`config.mk`:
```
export PLATFORM = sky130hd
export DESIGN_NAME = mips_cpu_regfile_write_ctrl
export DESIGN_NICKNAME = d
export VERILOG_FILES = /design/src/rtl/mips_cpu_pkg.sv /design/src/rtl/mips_cpu_rr_arbiter2.sv /design/src/rtl/mips_cpu_regfile_write_ctrl.sv
export SDC_FILE = /design/constraint.sdc
export NUM_CORES = 1
export LEC_CHECK = 0
export CAP_MARGIN = 30
export CORE_MARGIN = 2
export CORE_UTILIZATION = 25
export DETAILED_ROUTE_END_ITERATION = 10
export GPL_TIMING_DRIVEN = 0
export HOLD_SLACK_MARGIN = 0.12
export PLACE_DENSITY_LB_ADDON = 0.15
export SLEW_MARGIN = 20
export SYNTH_ARGS = -nofsm -noshare
export SYNTH_HDL_FRONTEND = slang
export SYNTH_SLANG_ARGS = --single-unit
```
`constraint.sdc`:
```
create_clock -name clk -period 3.55 [get_ports clk]
set_input_delay 0.355 -clock clk [delete_from_list [all_inputs] [get_ports clk]]
set_output_delay 0.355 -clock clk [all_outputs]
set_load 0.02 [all_outputs]
```
`src/rtl/mips_cpu_pkg.sv`:
```
// Shared types and constants for the MIPS CPU register-file writeback path.
package mips_cpu_pkg;

    localparam int DATA_W = 32;
    localparam int ADDR_W = 5;

    typedef logic [4:0] reg_addr_t;

    // Identifies a writeback source, used both for the arbiter's priority pointer and its grant.
    typedef enum logic {
        WB_SRC0 = 1'b0,
        WB_SRC1 = 1'b1
    } wb_src_t;

endpackage

```
`src/rtl/mips_cpu_rr_arbiter2.sv`:
```
// Two-requester arbiter for the register-file write port, with an optional
// round-robin priority pointer. Grants are suppressed while reset is high.
module mips_cpu_rr_arbiter2
    import mips_cpu_pkg::*;
#(
    parameter int ROUND_ROBIN = 1
) (
    input  logic    clk,
    input  logic    reset,
    input  logic    req0,
    input  logic    req1,
    output logic    gnt0,
    output logic    gnt1,
    output logic    gnt_any,
    output wb_src_t gnt_src
);

    wb_src_t ptr;
    logic    contended;

    assign contended = req0 && req1;

    // Pick at most one winner; under contention the pointer decides unless round-robin is disabled.
    always_comb begin
        gnt0 = 1'b0;
        gnt1 = 1'b0;
        if (!reset) begin
            if (contended) begin
                if ((ROUND_ROBIN != 0) && (ptr == WB_SRC1)) begin
                    gnt1 = 1'b1;
                end else begin
                    gnt0 = 1'b1;
                end
            end else if (req0) begin
                gnt0 = 1'b1;
            end else if (req1) begin
                gnt1 = 1'b1;
            end
        end
        gnt_any = gnt0 || gnt1;
        gnt_src = gnt1 ? WB_SRC1 : WB_SRC0;
    end

    // Hand priority to the loser after a contended grant; uncontended grants leave it alone.
    always_ff @(posedge clk or posedge reset) begin
        if (reset) begin
            ptr <= WB_SRC0;
        end else if (contended && gnt_any) begin
            ptr <= (gnt_src == WB_SRC0) ? WB_SRC1 : WB_SRC0;
        end
    end

endmodule

```
`src/rtl/mips_cpu_regfile_write_ctrl.sv`:
```
// Register-file write-port controller: arbitrates two writeback sources,
// registers the winning write, and keeps a pending-destination scoreboard
// that decode uses to detect read-after-write hazards.
module mips_cpu_regfile_write_ctrl
    import mips_cpu_pkg::*;
#(
    parameter int DATA_W      = mips_cpu_pkg::DATA_W,
    parameter int ADDR_W      = mips_cpu_pkg::ADDR_W,
    parameter int NUM_REGS    = 32,
    parameter int ROUND_ROBIN = 1
) (
    input  logic                clk,
    input  logic                reset,

    input  logic                issue_valid,
    input  logic [ADDR_W-1:0]   issue_dest,
    output logic                issue_ready,

    input  logic                src0_valid,
    input  logic [ADDR_W-1:0]   src0_addr,
    input  logic [DATA_W-1:0]   src0_data,
    output logic                src0_ready,

    input  logic                src1_valid,
    input  logic [ADDR_W-1:0]   src1_addr,
    input  logic [DATA_W-1:0]   src1_data,
    output logic                src1_ready,

    output logic                writeEnable,
    output logic [ADDR_W-1:0]   writeAddress,
    output logic [DATA_W-1:0]   dataIn,

    input  logic [ADDR_W-1:0]   readAddressA,
    input  logic [ADDR_W-1:0]   readAddressB,
    output logic                hazardA,
    output logic                hazardB,
    output logic [NUM_REGS-1:0] pending
);

    logic                gnt0;
    logic                gnt1;
    logic                gnt_any;
    wb_src_t             gnt_src;
    logic [ADDR_W-1:0]   gnt_addr;
    logic [DATA_W-1:0]   gnt_data;
    logic                gnt_writes;
    logic [NUM_REGS-1:0] set_vec;
    logic [NUM_REGS-1:0] clr_vec;
    logic [NUM_REGS-1:0] pending_next;

    mips_cpu_rr_arbiter2 #(
        .ROUND_ROBIN (ROUND_ROBIN)
    ) u_arb (
        .clk     (clk),
        .reset   (reset),
        .req0    (src0_valid),
        .req1    (src1_valid),
        .gnt0    (gnt0),
        .gnt1    (gnt1),
        .gnt_any (gnt_any),
        .gnt_src (gnt_src)
    );

    assign src0_ready = gnt0;
    assign src1_ready = gnt1;

    // Route the winner's address and data; r0 grants are accepted but never reach the register file.
    always_comb begin
        gnt_addr   = (gnt_src == WB_SRC1) ? src1_addr : src0_addr;
        gnt_data   = (gnt_src == WB_SRC1) ? src1_data : src0_data;
        gnt_writes = gnt_any && (gnt_addr != '0);
    end

    // A destination may be reserved if it is r0, free, or being retired by this cycle's grant.
    always_comb begin
        issue_ready = 1'b0;
        if (!reset) begin
            issue_ready = (issue_dest == '0) || !pending[issue_dest] ||
                          (gnt_any && (gnt_addr == issue_dest));
        end
    end

    // Next scoreboard: clear the retiring destination, then apply the new reservation so set wins.
    always_comb begin
        set_vec = '0;
        clr_vec = '0;
        if (issue_valid && issue_ready && (issue_dest != '0)) begin
            set_vec[issue_dest] = 1'b1;
        end
        if (gnt_any) begin
            clr_vec[gnt_addr] = 1'b1;
        end
        pending_next    = (pending & ~clr_vec) | set_vec;
        pending_next[0] = 1'b0;
    end

    // Scoreboard register; clears land on the same edge that raises writeEnable.
    always_ff @(posedge clk or posedge reset) begin
        if (reset) begin
            pending <= '0;
        end else begin
            pending <= pending_next;
        end
    end

    // Register the granted write one cycle after the grant; address and data hold when idle.
    always_ff @(posedge clk or posedge reset) begin
        if (reset) begin
            writeEnable  <= 1'b0;
            writeAddress <= '0;
            dataIn       <= '0;
        end else begin
            writeEnable <= gnt_writes;
            if (gnt_writes) begin
                writeAddress <= gnt_addr;
                dataIn       <= gnt_data;
            end
        end
    end

    // Decode stalls on any source register whose write is still outstanding.
    always_comb begin
        hazardA = pending[readAddressA];
        hazardB = pending[readAddressB];
    end

endmodule
```
# After elaboration in Yosys (flattened, before gate mapping)
# Index checks and enable logic that the tools add are counted.
[classes]
eq_ne = 1
mux = 26
bitwise_logic = 3
order_cmp = 6
reduce_logical = 15
[ops]
columns = ["operator", "count"]
rows = [
  ["32-bit 2-to-1 mux", 3],
  ["32-bit AND", 1],
  ["32-bit NOT", 1],
  ["32-bit OR", 1],
  ["5-bit by 6-bit < comparator with 1-bit output (second input constant)", 4],
  ["1-bit 2-to-1 mux", 17],
  ["1-bit binary-select mux with 5-bit select", 3],
  ["1-bit demux with 5-bit select", 2],
  ["5-bit by 1-bit >= comparator with 1-bit output (second input constant)", 2],
  ["5-bit nonzero test", 2],
  ["1-bit logical AND", 8],
  ["5-bit equality test", 1],
  ["5-bit zero test", 1],
  ["5-bit 2-to-1 mux", 1],
  ["1-bit logical OR", 3],
  ["1-bit zero test", 1],
]
[word_totals]
elab_cells = 56
regBits = 70
input_bits = 94
output_inout_bits = 75

# Longest topological paths before layout
# Gate-level depths: netlist of run 1.
[logic_depth]
word_depth = 14
depth_mapped = 9
mapped_depth_nobuf = 7

# Cells and area by module
# A second synthesis of run 1 with hierarchy kept.
[unflattened]
hier_cells = 396
hier_area_um2 = 4115.2
[modules_own_cells]
columns = ["module", "cells_per_inst", "area_each_um2", "seq_area_each_um2", "instances"]
rows = [
  ["mips_cpu_regfile_write_ctrl", 385, 4032.6, 1726.7, 1],
  ["mips_cpu_rr_arbiter2", 11, 82.6, 25.0, 1],
]

# Least setup slack after synthesis of run 1
# No wires, ideal clock.
[synth_path]
path_type = "input port to output port"
start = "input port reset"
end = "output port issue_ready"
setup_slack_ns = -0.177
stages = 6
t_required_ns = 3.195
arrival_time_ns = 3.372
path_buffers = 1
path_cell_list = "inv_1 -> o21ai_0 -> a2111o_1 -> buf_6 -> a2bb2oi_1 -> nor2_1"
[synth_between]
elab_chain_len = 7
elab_cells_between_ends = 9
classes_between = "eq/ne: 1; mux: 5; reduce/logical: 3"
[synth_lines]
columns = ["item", "line", "text"]
rows = [
  ["start, declared", "mips_cpu_regfile_write_ctrl.sv:13", "input logic reset,"],
  ["1-bit 2-to-1 mux", "mips_cpu_rr_arbiter2.sv:27", "if (!reset) begin"],
  ["1-bit 2-to-1 mux", "mips_cpu_rr_arbiter2.sv:41", "gnt_src = gnt1 ? WB_SRC1 : WB_SRC0;"],
  ["5-bit 2-to-1 mux", "mips_cpu_regfile_write_ctrl.sv:69", "gnt_addr = (gnt_src == WB_SRC1) ? src1_addr : src0_addr;"],
  ["5-bit equality test", "mips_cpu_regfile_write_ctrl.sv:79", "(gnt_any && (gnt_addr == issue_dest));"],
  ["1-bit logical AND", "mips_cpu_regfile_write_ctrl.sv:79", ""],
  ["1-bit logical OR", "mips_cpu_regfile_write_ctrl.sv:78", "issue_ready = (issue_dest == '0) || !pending[issue_dest] ||"],
  ["1-bit 2-to-1 mux (*)", "mips_cpu_regfile_write_ctrl.sv:77", "if (!reset) begin"],
  ["end, declared", "mips_cpu_regfile_write_ctrl.sv:17", "output logic issue_ready,"],
]
# Mark *: on every way between the ends. The rest lies on a longest branch, timed or not.

# Final worst setup path of run 1
[layout_path]
start = "input port src1_valid"
end = "output port issue_ready"
[layout_between]
elab_chain_len = 10
elab_cells_between_ends = 14
classes_between = "eq/ne: 1; mux: 9; reduce/logical: 4"
[layout_lines]
columns = ["item", "line", "text"]
rows = [
  ["start, declared", "mips_cpu_regfile_write_ctrl.sv:24", "input logic src1_valid,"],
  ["1-bit 2-to-1 mux", "mips_cpu_rr_arbiter2.sv:36", "end else if (req1) begin"],
  ["1-bit 2-to-1 mux", "mips_cpu_rr_arbiter2.sv:34", "end else if (req0) begin"],
  ["1-bit 2-to-1 mux", "mips_cpu_rr_arbiter2.sv:28", "if (contended) begin"],
  ["1-bit 2-to-1 mux", "mips_cpu_rr_arbiter2.sv:27", ""],
  ["1-bit 2-to-1 mux", "mips_cpu_rr_arbiter2.sv:41", ""],
  ["5-bit 2-to-1 mux", "mips_cpu_regfile_write_ctrl.sv:69", ""],
  ["5-bit equality test", "mips_cpu_regfile_write_ctrl.sv:79", ""],
  ["1-bit logical AND (*)", "mips_cpu_regfile_write_ctrl.sv:79", ""],
  ["1-bit logical OR (*)", "mips_cpu_regfile_write_ctrl.sv:78", ""],
  ["1-bit 2-to-1 mux (*)", "mips_cpu_regfile_write_ctrl.sv:77", ""],
]
# Marked as above.

==> key figures, run 1 <==
Run status
  – Status: finished, final reports clean

STA
  – Worst Setup Slack, final: 0.2646 ns
  – Final Setup Violations: 0
  – Rel. slew slack: 0.4370
  – Fmax: 304.4 MHz
  – Hold WS: 0.3509 ns
  – RSZ-0062 raised after global routing: false
  – Setup Skew: 0.004322 ns
  – Slew @ Worst Pin: 0.8380 ns
  – Final worst path period need: 3.285 ns
  – Final setup TNS: 0 ns
  – Final Hold Viols: 0
  – Final Cycle Share: 0.9255
  – Final Max Slew Viols: 0

Route
  – Wirelength, routed: 16.55 mm
  – DR DRC count: 0
  – Routed len/inst: 18.96 µm
  – DR vias: 4,420
  – Initial detailed-routing violation count: 266
  – Drt pass-1 iters: 5
  – Final ANT Viol Nets: 0
  – Via density: 5.063

Synth
  – Synth cell types: 47
  – Synth Area per Inst: 9.460 µm²
  – Top cell type's share of synthesized area: 0.3965
  – Seq/Total Area, Yosys: 0.3965
  – Cell taking the most area after synthesis: dfrtp_1
  – Mapped Area: 0.004418 mm²
  – Syn_nets: 561
  – Number of synthesized register bits: 70
  – Leading post-synthesis cells by cell area: dfrtp_1 40%, mux4_2 9.7%, mux2i_1 9.3%
  – Post-Synthesis Cells: 467
  – Yosys warnings: 0

Clock tree
  – Clock root cell: clkbuf_16
  – H-tree depth: 3
  – CTS max path bufs: 2
  – CTS tree: yes
  – Clock tree sinks: 70
  – Worst skew pair latency: 0.34 ns
  – TritonCTS Buffers: 9
  – Hold-fix buffers, CTS: 0
  – Worst-path clk slew: 0.06 ns

Critical path
  – CP max FO: 10
  – Crit path kind: input pin to output pin
  – CP arrival: 2.93 ns
  – Startpoint Class: input pin
  – Worst Path Required: 3.19 ns
  – R2R Setup Slk: 0.82 ns
  – CP Capture Type: output pin

Cells and area
  – Register Area: 0.001752 mm²
  – Final net count: 737
  – Share of layout cells above drive strength 1: 0.1127
  – Most frequent cells in the layout: 157 x clkdlybuf4s50_1, 70 x dfrtp_1, 64 x nand2_1
  – Diode count: 0
  – # fillers: 1,733
  – Area grow syn2layout: 51.83%
  – Most common cell after layout, fill and taps aside: clkdlybuf4s50_1
  – Multi-input combinational cell area: 0.002520 mm²
  – Post-route non-filler standard cell count: 873

Global route
  – Vias in the first global route: 4,452
  – Met2 Track Usage GR: 0.2905
  – Total grt overflow: 0
  – Gr usage total: 0.1790
  – Largest net degree at the start of global routing: 34
  – GRT met1 Usage: 0.2294
  – GRT met3 Usage: 0.04296
  – First-pass GRT wire length: 25.21 mm
  – Most used routing layer: met2
  – Initial antenna violation count: 0

Die
  – Die height: 136.9 µm
  – Num rows: 48
  – Die W: 136.9 µm
  – I/O pin total: 169
  – Initial Util: 0.2554
  – CORE AREA: 0.01730 mm²
  – Die area: 0.01875 mm²

Placement
  – Pre-CTS setup slack: -0.3425 ns
  – Gp weighted congestion: 0.8996
  – PortBufs: 160
  – Placed cell count: 855
  – DP Wirelength: 12.84 mm

Power and ir drop
  – Static leakage: 2.767 nW
  – Max VDD drop: 0.1737 mV
  – Pwr dens: 503.7 mW/mm²

Run
  – Max Cap Viol: 0

Worst hold path
  – Hold Path Class: input pin to async pin
-- stage by stage --
step	total power, mW	instance area (µm²)	util
after floorplan	1.753	4422	-
after global placement	2.378	6305	0.3645
after detailed placement	2.405	6360	0.3677
after CTS	3.415	6708	0.3878
after global routing	3.557	6708	0.3878
final	3.379	6708	0.3878
-- area by class of cell --
type	count	area share
plain buffers	28	0.01996
flip-flops and latches	70	0.2611
repair inverters	1	0.0007461
repair buffers	164	0.2475
multi-input cells	361	0.3757
clock buffers	9	0.03358
clock inverters	7	0.01436
inverters	8	0.005036
well taps	225	0.04197
-- report_power, final --
part,internal (mW),total [mW],leakage (nW),switching [mW]
Sequential,0.954,1.14,0.876,0.184
Combinational,0.631,1.25,1.73,0.621
Clock,0.617,0.989,0.160,0.372
-- cells in the mapped netlist (all sizes together) --
master,count
o21ai,92
dfrtp,70
nand2,65
mux2i,41
nand3,31
nor2,23
clkbuf,20
mux4,19
or4,15
mux2,14
nor3,9
buf,8
inv,8
nand4,8
nor2b,7
a2bb2oi,3
nand2b,3
xor2,3
a21oi,2
a22oi,2
and3,2
nor3b,2
o31ai,2
xnor2,2
a2111o,1
a2111oi,1
a211oi,1
a21boi,1
a222oi,1
a311oi,1
a32oi,1
and2,1
conb,1
nor4,1
nor4b,1
o21a,1
o221a,1
o22ai,1
o41ai,1
or2,1
-- flip-flops by register name (all words and copies together) (netlist names) --
signal / flops
u_arb.ptr: 1
writeEnable: 1
writeAddress: 5
dataIn: 32
pending: 31
-- layer usage --
layer | vias up | part of all wire | wire length [µm]
met5 | - | 0 | 0
met4 | 0 | 0.020 | 329
met3 | 20 | 0.073 | 1207
met2 | 183 | 0.48 | 7892
met1 | 2127 | 0.43 | 7121
li1 | 2090 | - | -
-- worst paths after layout --
kind / from / endpoint / depth (start not counted)
setup / recovery: src1_valid / issue_ready / 11
hold / removal: reset / u_arb.ptr / 2
setup reg to reg: u_arb.ptr / pending[19] / 9
hold reg to reg: dataIn[31] / dataIn[31] / 2
max in group asynchronous: reset / dataIn[31] / 4
min in group clk: dataIn[31] / dataIn[31] / 2
-- critical path: stages --
cell,delay (ns)
clkdlybuf4s50_1,0.57
nor2b_4,0.20
nand2_2,0.11
inv_2,0.09
buf_6,0.15
a32oi_1,0.12
a2111o_1,0.48
buf_6,0.17
a2bb2oi_1,0.16
nor2_1,0.17
dlygate4sd2_1,0.35
-- logic make-up after synthesis --
group,after synthesis,share of synthesized area
AND/OR/NAND/NOR,169,0.1858
AO/OA/AOI/OAI,112,0.1453
multiplexers,74,0.2254
flip-flops,70,0.3965
buffers and inverters,36,0.03625
XOR/XNOR,5,0.009914
other,1,0.0008488
-- timing repair --
item / CTS / global route
resized for setup: 10 / 0
endpoints found under the setup margin: 1 / 0
setup buffers: 1 / 0
No activity file was read; power rests on OpenSTA's default activity.
==> run 2: changes to the inputs <==
- CAP_MARGIN: 30 -> 15
- CORE_UTILIZATION: 25 -> 40
- SKIP_CTS_REPAIR_TIMING: not set -> 1
==> run 2 against run 1 <==
  * Final cell count is 9.4% lower
  * Core utilization rose by 21 points
  * Cell area shrank 3.1%
  * Clock-buffer cell count increased by 2
  * Sequential power hardly changed
  * Global-route usage is 8.3 points higher
  * Fmax fell by 0.73%
  * Largest cell class unchanged
  * Non-clock buffer count rose by 3
  * Clock skew grew 0.0065 ns
  * First-iteration DRC count is 9.0% higher
==> key figures, run 2 (synthesis gave the netlist of run 1 again) <==
Cells and area
  – Share of layout cells above drive strength 1: 0.1152
  – # fillers: 947
  – Register Area: 0.001752 mm²
  – Area grow syn2layout: 47.10%
  – Final net count: 740
  – Multi-input combinational cell area: 0.002532 mm²
  – Diode count: 0
  – Most frequent cells in the layout: 158 x clkdlybuf4s50_1, 70 x dfrtp_1, 64 x nand2_1
  – Layout Utilization: 0.6021
  – Post-route non-filler standard cell count: 791
  – Most common cell after layout, fill and taps aside: clkdlybuf4s50_1
  – Top reg by flops: dataIn
  – Biggest regs: dataIn (32), pending (31), writeAddress (5)
  – Max reg flops: 32

Power and ir drop
  – Gate power share: 0.419
  – P_sw: 1.128 mW
  – Sw Share: 0.3777
  – Power share of the clock group: 0.200
  – Int Pwr: 1.859 mW
  – Static leakage: 2.728 nW
  – Max VDD drop: 0.2527 mV
  – Sequential share of power: 0.381
  – Pwr dens: 459.7 mW/mm²
  – Pwr Total: 2.987 mW

Global route
  – First-pass GRT wire length: 23.64 mm
  – Vias in the first global route: 4,598
  – Total grt overflow: 0
  – Largest net degree at the start of global routing: 31
  – Initial antenna violation count: 0
  – Gr usage total: 0.2620

Placement
  – Placed cell count: 769
  – Gp weighted congestion: 0.9476
  – PortBufs: 160
  – DP Wirelength: 11.76 mm

Critical path
  – Crit path kind: input pin to output pin
  – Startpoint Class: input pin
  – Max stage delay on crit path: 0.57 ns
  – Crit path max-delay family: buffers and inverters
  – Crit Reg-Reg Endpoint: pending[15]
  – Critical R2R Launch: u_arb.ptr
  – Worst Path Required: 3.19 ns
  – Worst R2R Path Depth: 9
  – R2R Setup Slk: 0.62 ns
  – CP max FO: 10
  – Slowest CP cell: clkdlybuf4s50_1
  – Stages on worst setup path: 11
  – CP Capture Type: output pin
  – Crit. Startpoint: src1_valid
  – CP arrival: 2.95 ns
  – CP endpoint: issue_ready
  – Buf+Inv Stages, Crit Path: 5
  – Worst path cell trace: clkdlybuf4s50_1, nor2b_4, nand2_2, inv_2, buf_6, mux2i_1, nor2_2, clkbuf_2, a2bb2oi_1, nor2_1, dlymetal6s2s_1

Clock tree
  – TritonCTS Buffers: 9
  – Worst-path clk slew: 0.08 ns
  – H-tree depth: 3
  – CTS max path bufs: 2
  – Clock root cell: clkbuf_8
  – Worst skew pair latency: 0.36 ns
  – CTS tree: yes
  – Clock tree sinks: 70

STA
  – Final Hold Viols: 0
  – Fmax: 302.1 MHz
  – Slew @ Worst Pin: 1.131 ns
  – Final worst path period need: 3.310 ns
  – Final Cycle Share: 0.9323
  – Final Setup Violations: 0
  – RSZ-0062 raised after global routing: false
  – Final Max Slew Viols: 0
  – Setup Skew: 0.01084 ns
  – Hold WS: 0.1706 ns
  – Rel. slew slack: 0.2382

Route
  – Final ANT Viol Nets: 0
  – Initial detailed-routing violation count: 290
  – Wirelength, routed: 15.42 mm
  – Routed len/inst: 19.49 µm
  – DR vias: 4,594
  – DR DRC count: 0
  – Via density: 5.808
  – Drt pass-1 iters: 5

Die
  – Die W: 109.1 µm
  – CORE AREA: 0.01079 mm²
  – Num rows: 38
  – Die height: 109.1 µm
  – I/O pin total: 169
  – Initial Util: 0.4093
  – Die area: 0.01190 mm²

Run status
  – Status: finished, final reports clean

Worst hold path
  – Hold Path Class: input pin to async pin

Run
  – Max Cap Viol: 0
-- run 2: cell count changes in the layout (fill, tap and decap cells not counted), moves of 2 or more --
cell and change:
clkbuf_8 +10, dlymetal6s2s_1 +2, bufinv_16 -2, clkbuf_16 -9, buf_4 +3, clkbuf_1 +2
dlygate4sd2_1 -3
-- run 2: cell type report --
| cell class | instances | area share |
|---|---|---|
| multi-input combinational | 361 | 0.3897 |
| sequential | 70 | 0.2695 |
| timing repair buffer | 167 | 0.2603 |
| tap | 140 | 0.02695 |
| clock buffer | 11 | 0.02176 |
| buffer | 28 | 0.02041 |
| clock inverter | 5 | 0.005391 |
| inverter | 8 | 0.005198 |
| timing repair inverter | 1 | 0.0007701 |
-- run 2: how the worst min path moves through the flow --
stage	slack (ns)	startpoint	end
after global placement	0.47	dataIn[16]	dataIn[16]
after floorplan	0.48	u_arb.ptr	u_arb.ptr
after CTS	0.45	issue_dest[4]	pending[8]
after detailed placement	0.47	dataIn[5]	dataIn[5]
after global routing	0.20	reset	dataIn[9]
final	0.17	reset	dataIn[9]
-- run 2: tightest hold or removal path: cells and delay by family --
family	cells	cell delay (ns)
buffers and inverters	3	0.50
-- run 2: power by group through the flow --
stage | registers (mW) | logic (mW) | clock network [mW]
2_1_floorplan | 1.27 | 0.485 | 0
3_3_place_gp | 1.14 | 1.22 | 0
3_5_place_dp | 1.15 | 1.24 | 0
4_1_cts | 1.13 | 1.25 | 0.610
5_1_grt | 1.15 | 1.34 | 0.645
6_report | 1.14 | 1.25 | 0.599
-- run 2: per-stage QoR --
step	setup TNS [ns]	cell area [µm²]	setup WS [ns]
6_report	0	6499	0.2403
4_1_cts	-0.4994	6422	-0.4994
5_1_grt	0	6499	0.1035
2_1_floorplan	0	4422	0.7200
3_5_place_dp	-1.441	6246	-0.4863
3_3_place_gp	-24.60	6198	-1.443
-- run 2: per-layer routing --
layer | track usage | share of wire | vias to the layer above
met4 | 0.1007 | 0.031 | 0
met2 | 0.4277 | 0.48 | 256
met5 | 0 | 0 | -
met3 | 0.08129 | 0.098 | 46
li1 | - | - | 2097
met1 | 0.3243 | 0.40 | 2195
==> run 3: changes to the inputs <==
- CORE_UTILIZATION: 40 -> 39
- HOLD_SLACK_MARGIN: 0.12 -> not set
- SYNTH_HIERARCHICAL: not set -> 1
==> run 3 against run 2 <==
  * Combinational power barely moved
  * Die area fell by 4.3%
  * Via count fell by 15%
  * Sequential share of layout area rose by 1.5 points
==> key figures, run 3 <==
Die
  – Initial Util: 0.4004
  – Die height: 106.7 µm
  – Num rows: 37
  – CORE AREA: 0.01028 mm²
  – Die area: 0.01139 mm²
  – Die W: 106.7 µm
  – I/O pin total: 169

Global route
  – Vias in the first global route: 4,002
  – Total grt overflow: 0
  – Gr usage total: 0.2321
  – Initial antenna violation count: 0
  – Largest net degree at the start of global routing: 39
  – First-pass GRT wire length: 20.83 mm

STA
  – Final Hold Viols: 0
  – Fmax: 307.2 MHz
  – Final Max Slew Viols: 0
  – Worst Setup Slack, final: 0.2953 ns
  – Hold WS: 0.3637 ns
  – Final Setup Violations: 0
  – Rel. slew slack: 0.3408
  – Final Cycle Share: 0.9168
  – Final worst path period need: 3.255 ns
  – Slew @ Worst Pin: 0.9785 ns
  – Setup Skew: 0.01205 ns
  – RSZ-0062 raised after global routing: false

Placement
  – PortBufs: 159
  – Gp weighted congestion: 0.8722
  – Pre-CTS setup slack: -0.1865 ns
  – DP Wirelength: 9.869 mm

Run status
  – Status: finished, final reports clean

Critical path
  – Worst Path Required: 3.19 ns
  – Critical R2R Launch: u_arb/ptr
  – Max stage delay on crit path: 0.54 ns
  – Slowest CP cell: clkdlybuf4s50_1
  – CP max FO: 10
  – CP Capture Type: output pin
  – Crit path kind: input pin to output pin
  – Startpoint Class: input pin
  – CP arrival: 2.90 ns
  – Worst path cell trace: clkdlybuf4s50_1, inv_1, and3_1, buf_4, buf_6, mux2i_1, xnor2_1, nor2_1, nand2_1, a21oi_1, dlymetal6s2s_1
  – Crit. Startpoint: reset

Cells and area
  – Biggest regs: dataIn (32), pending (31), writeAddress (5)
  – Diode count: 0
  – Area grow syn2layout: 49.47%
  – Most common cell after layout, fill and taps aside: clkdlybuf4s50_1
  – Share of layout cells above drive strength 1: 0.1101
  – Top reg by flops: dataIn
  – Layout Utilization: 0.5985
  – Final net count: 661
  – Max reg flops: 32
  – Most frequent cells in the layout: 158 x clkdlybuf4s50_1, 72 x o21ai_0, 70 x dfrtp_1

Synth
  – Synth Area per Inst: 10.39 µm²
  – Seq/Total Area, Yosys: 0.4257
  – Async set-or-reset flop fraction in the synthesized netlist: 1.000
  – Post-Synthesis Cells: 396
  – Yosys warnings: 6
  – Synth cell count leaders: 72 x o21ai_0, 70 x dfrtp_1, 58 x nand2_1
  – Synth cell types: 32
  – Ys flop type: dfrtp_1
  – Leading post-synthesis cells by cell area: dfrtp_1 43%, mux2i_1 13%, mux4_2 9.9%
  – Cell taking the most area after synthesis: dfrtp_1
  – Mapped Area: 0.004115 mm²
  – Top cell type's share of synthesized area: 0.4257
  – Syn_nets: 490
  – Most common cell in the netlist: o21ai_0
  – EDFF count, synth: 0
  – Number of synthesized register bits: 70

Power and ir drop
  – Max VDD drop: 0.2452 mV
  – Static leakage: 2.411 nW
  – Pwr Total: 3.147 mW
  – Pwr dens: 511.6 mW/mm²

Route
  – Wirelength, routed: 12.82 mm
  – DR vias: 3,894
  – DR DRC count: 0
  – Initial detailed-routing violation count: 255
  – Routed len/inst: 18.11 µm
  – Via density: 5.500
  – Drt pass-1 iters: 6
  – Final ANT Viol Nets: 0

Run
  – Max Cap Viol: 0

Clock tree
  – Worst-path clk slew: 0.08 ns
  – H-tree depth: 3
  – TritonCTS Buffers: 9
  – Worst skew pair latency: 0.35 ns
  – Clock tree sinks: 70
  – Clock root cell: clkbuf_8
  – CTS tree: yes
  – CTS max path bufs: 2

Worst hold path
  – Hold Path Class: input pin to async pin
[run 3: changes by cell type after synthesis, sizes merged, moves of 12 or more]
cell,before,now
or4,15,0
o21ai,92,72
nand3,31,3
o31ai,2,32
nor2,23,8
mux2i,41,53
[run 3: cells by family after synthesis]
kind of cell	synth area share
other	0.0009113
flip-flops	0.4257
AO/OA/AOI/OAI	0.1672
buffers and inverters	0.04044
XOR/XNOR	0.01277
AND/OR/NAND/NOR	0.1034
multiplexers	0.2496
[run 3: metrics by stage]
stage | area [µm²] | instances | TNS [ns]
3_5_place_dp | 5899 | 692 | -0.1865
2_1_floorplan | 4115 | 396 | 0
3_3_place_gp | 5877 | 691 | -0.08332
6_report | 6151 | 708 | 0
5_1_grt | 6151 | 708 | 0
4_1_cts | 6145 | 708 | -0.2049
[run 3: routing by layer]
metal  part of all wire  up-vias  wire [µm]  global-route usage
met5                  0        -          0                   0
met4              0.019        0        244             0.06957
met3              0.094       23       1209             0.05410
met2               0.49      218       6312              0.3981
met1               0.39     1841       5056              0.2923
li1                   -     1812          -                   -
[run 3: worst max-delay path: cells and delay by family]
kind | cells | cell delay, ns
simple gates | 3 | 0.53
mux | 1 | 0.53
xor+xnor | 1 | 0.11
buf+inv | 5 | 1.24
compound gates | 1 | 0.13
[run 3: layout make-up]
cell class | instances | area [µm²]
Multi-Input combinational cell | 292 | 2201
Buffer | 29 | 147.6
Timing Repair Buffer | 160 | 1614
Clock inverter | 7 | 121.4
Sequential cell | 70 | 1752
Fill cell | 910 | 4126
Clock buffer | 9 | 123.9
Tap cell | 136 | 170.2
Inverter | 5 | 21.27
[run 3: path summary, 6_finish.rpt]
| kind | endpoint | slack (ns) | cells past startpoint |
|---|---|---|---|
| max | issue_ready | 0.30 | 11 |
| min | u_arb/ptr | 0.36 | 2 |
| min in group clk | writeAddress[3] | 0.48 | 2 |
| min reg2reg | writeAddress[3] | 0.48 | 2 |
| max reg2reg | dataIn[4] | 0.93 | 10 |
| max in group asynchronous | dataIn[7] | 2.48 | 3 |
[run 3: report_power, final]
part / switching [mW] / leakage, nW / internal [mW]
Sequential: 0.166 / 0.881 / 0.953
Combinational: 0.603 / 1.42 / 0.629
Clock: 0.327 / 0.112 / 0.469
Total: 1.10 / 2.41 / 2.05
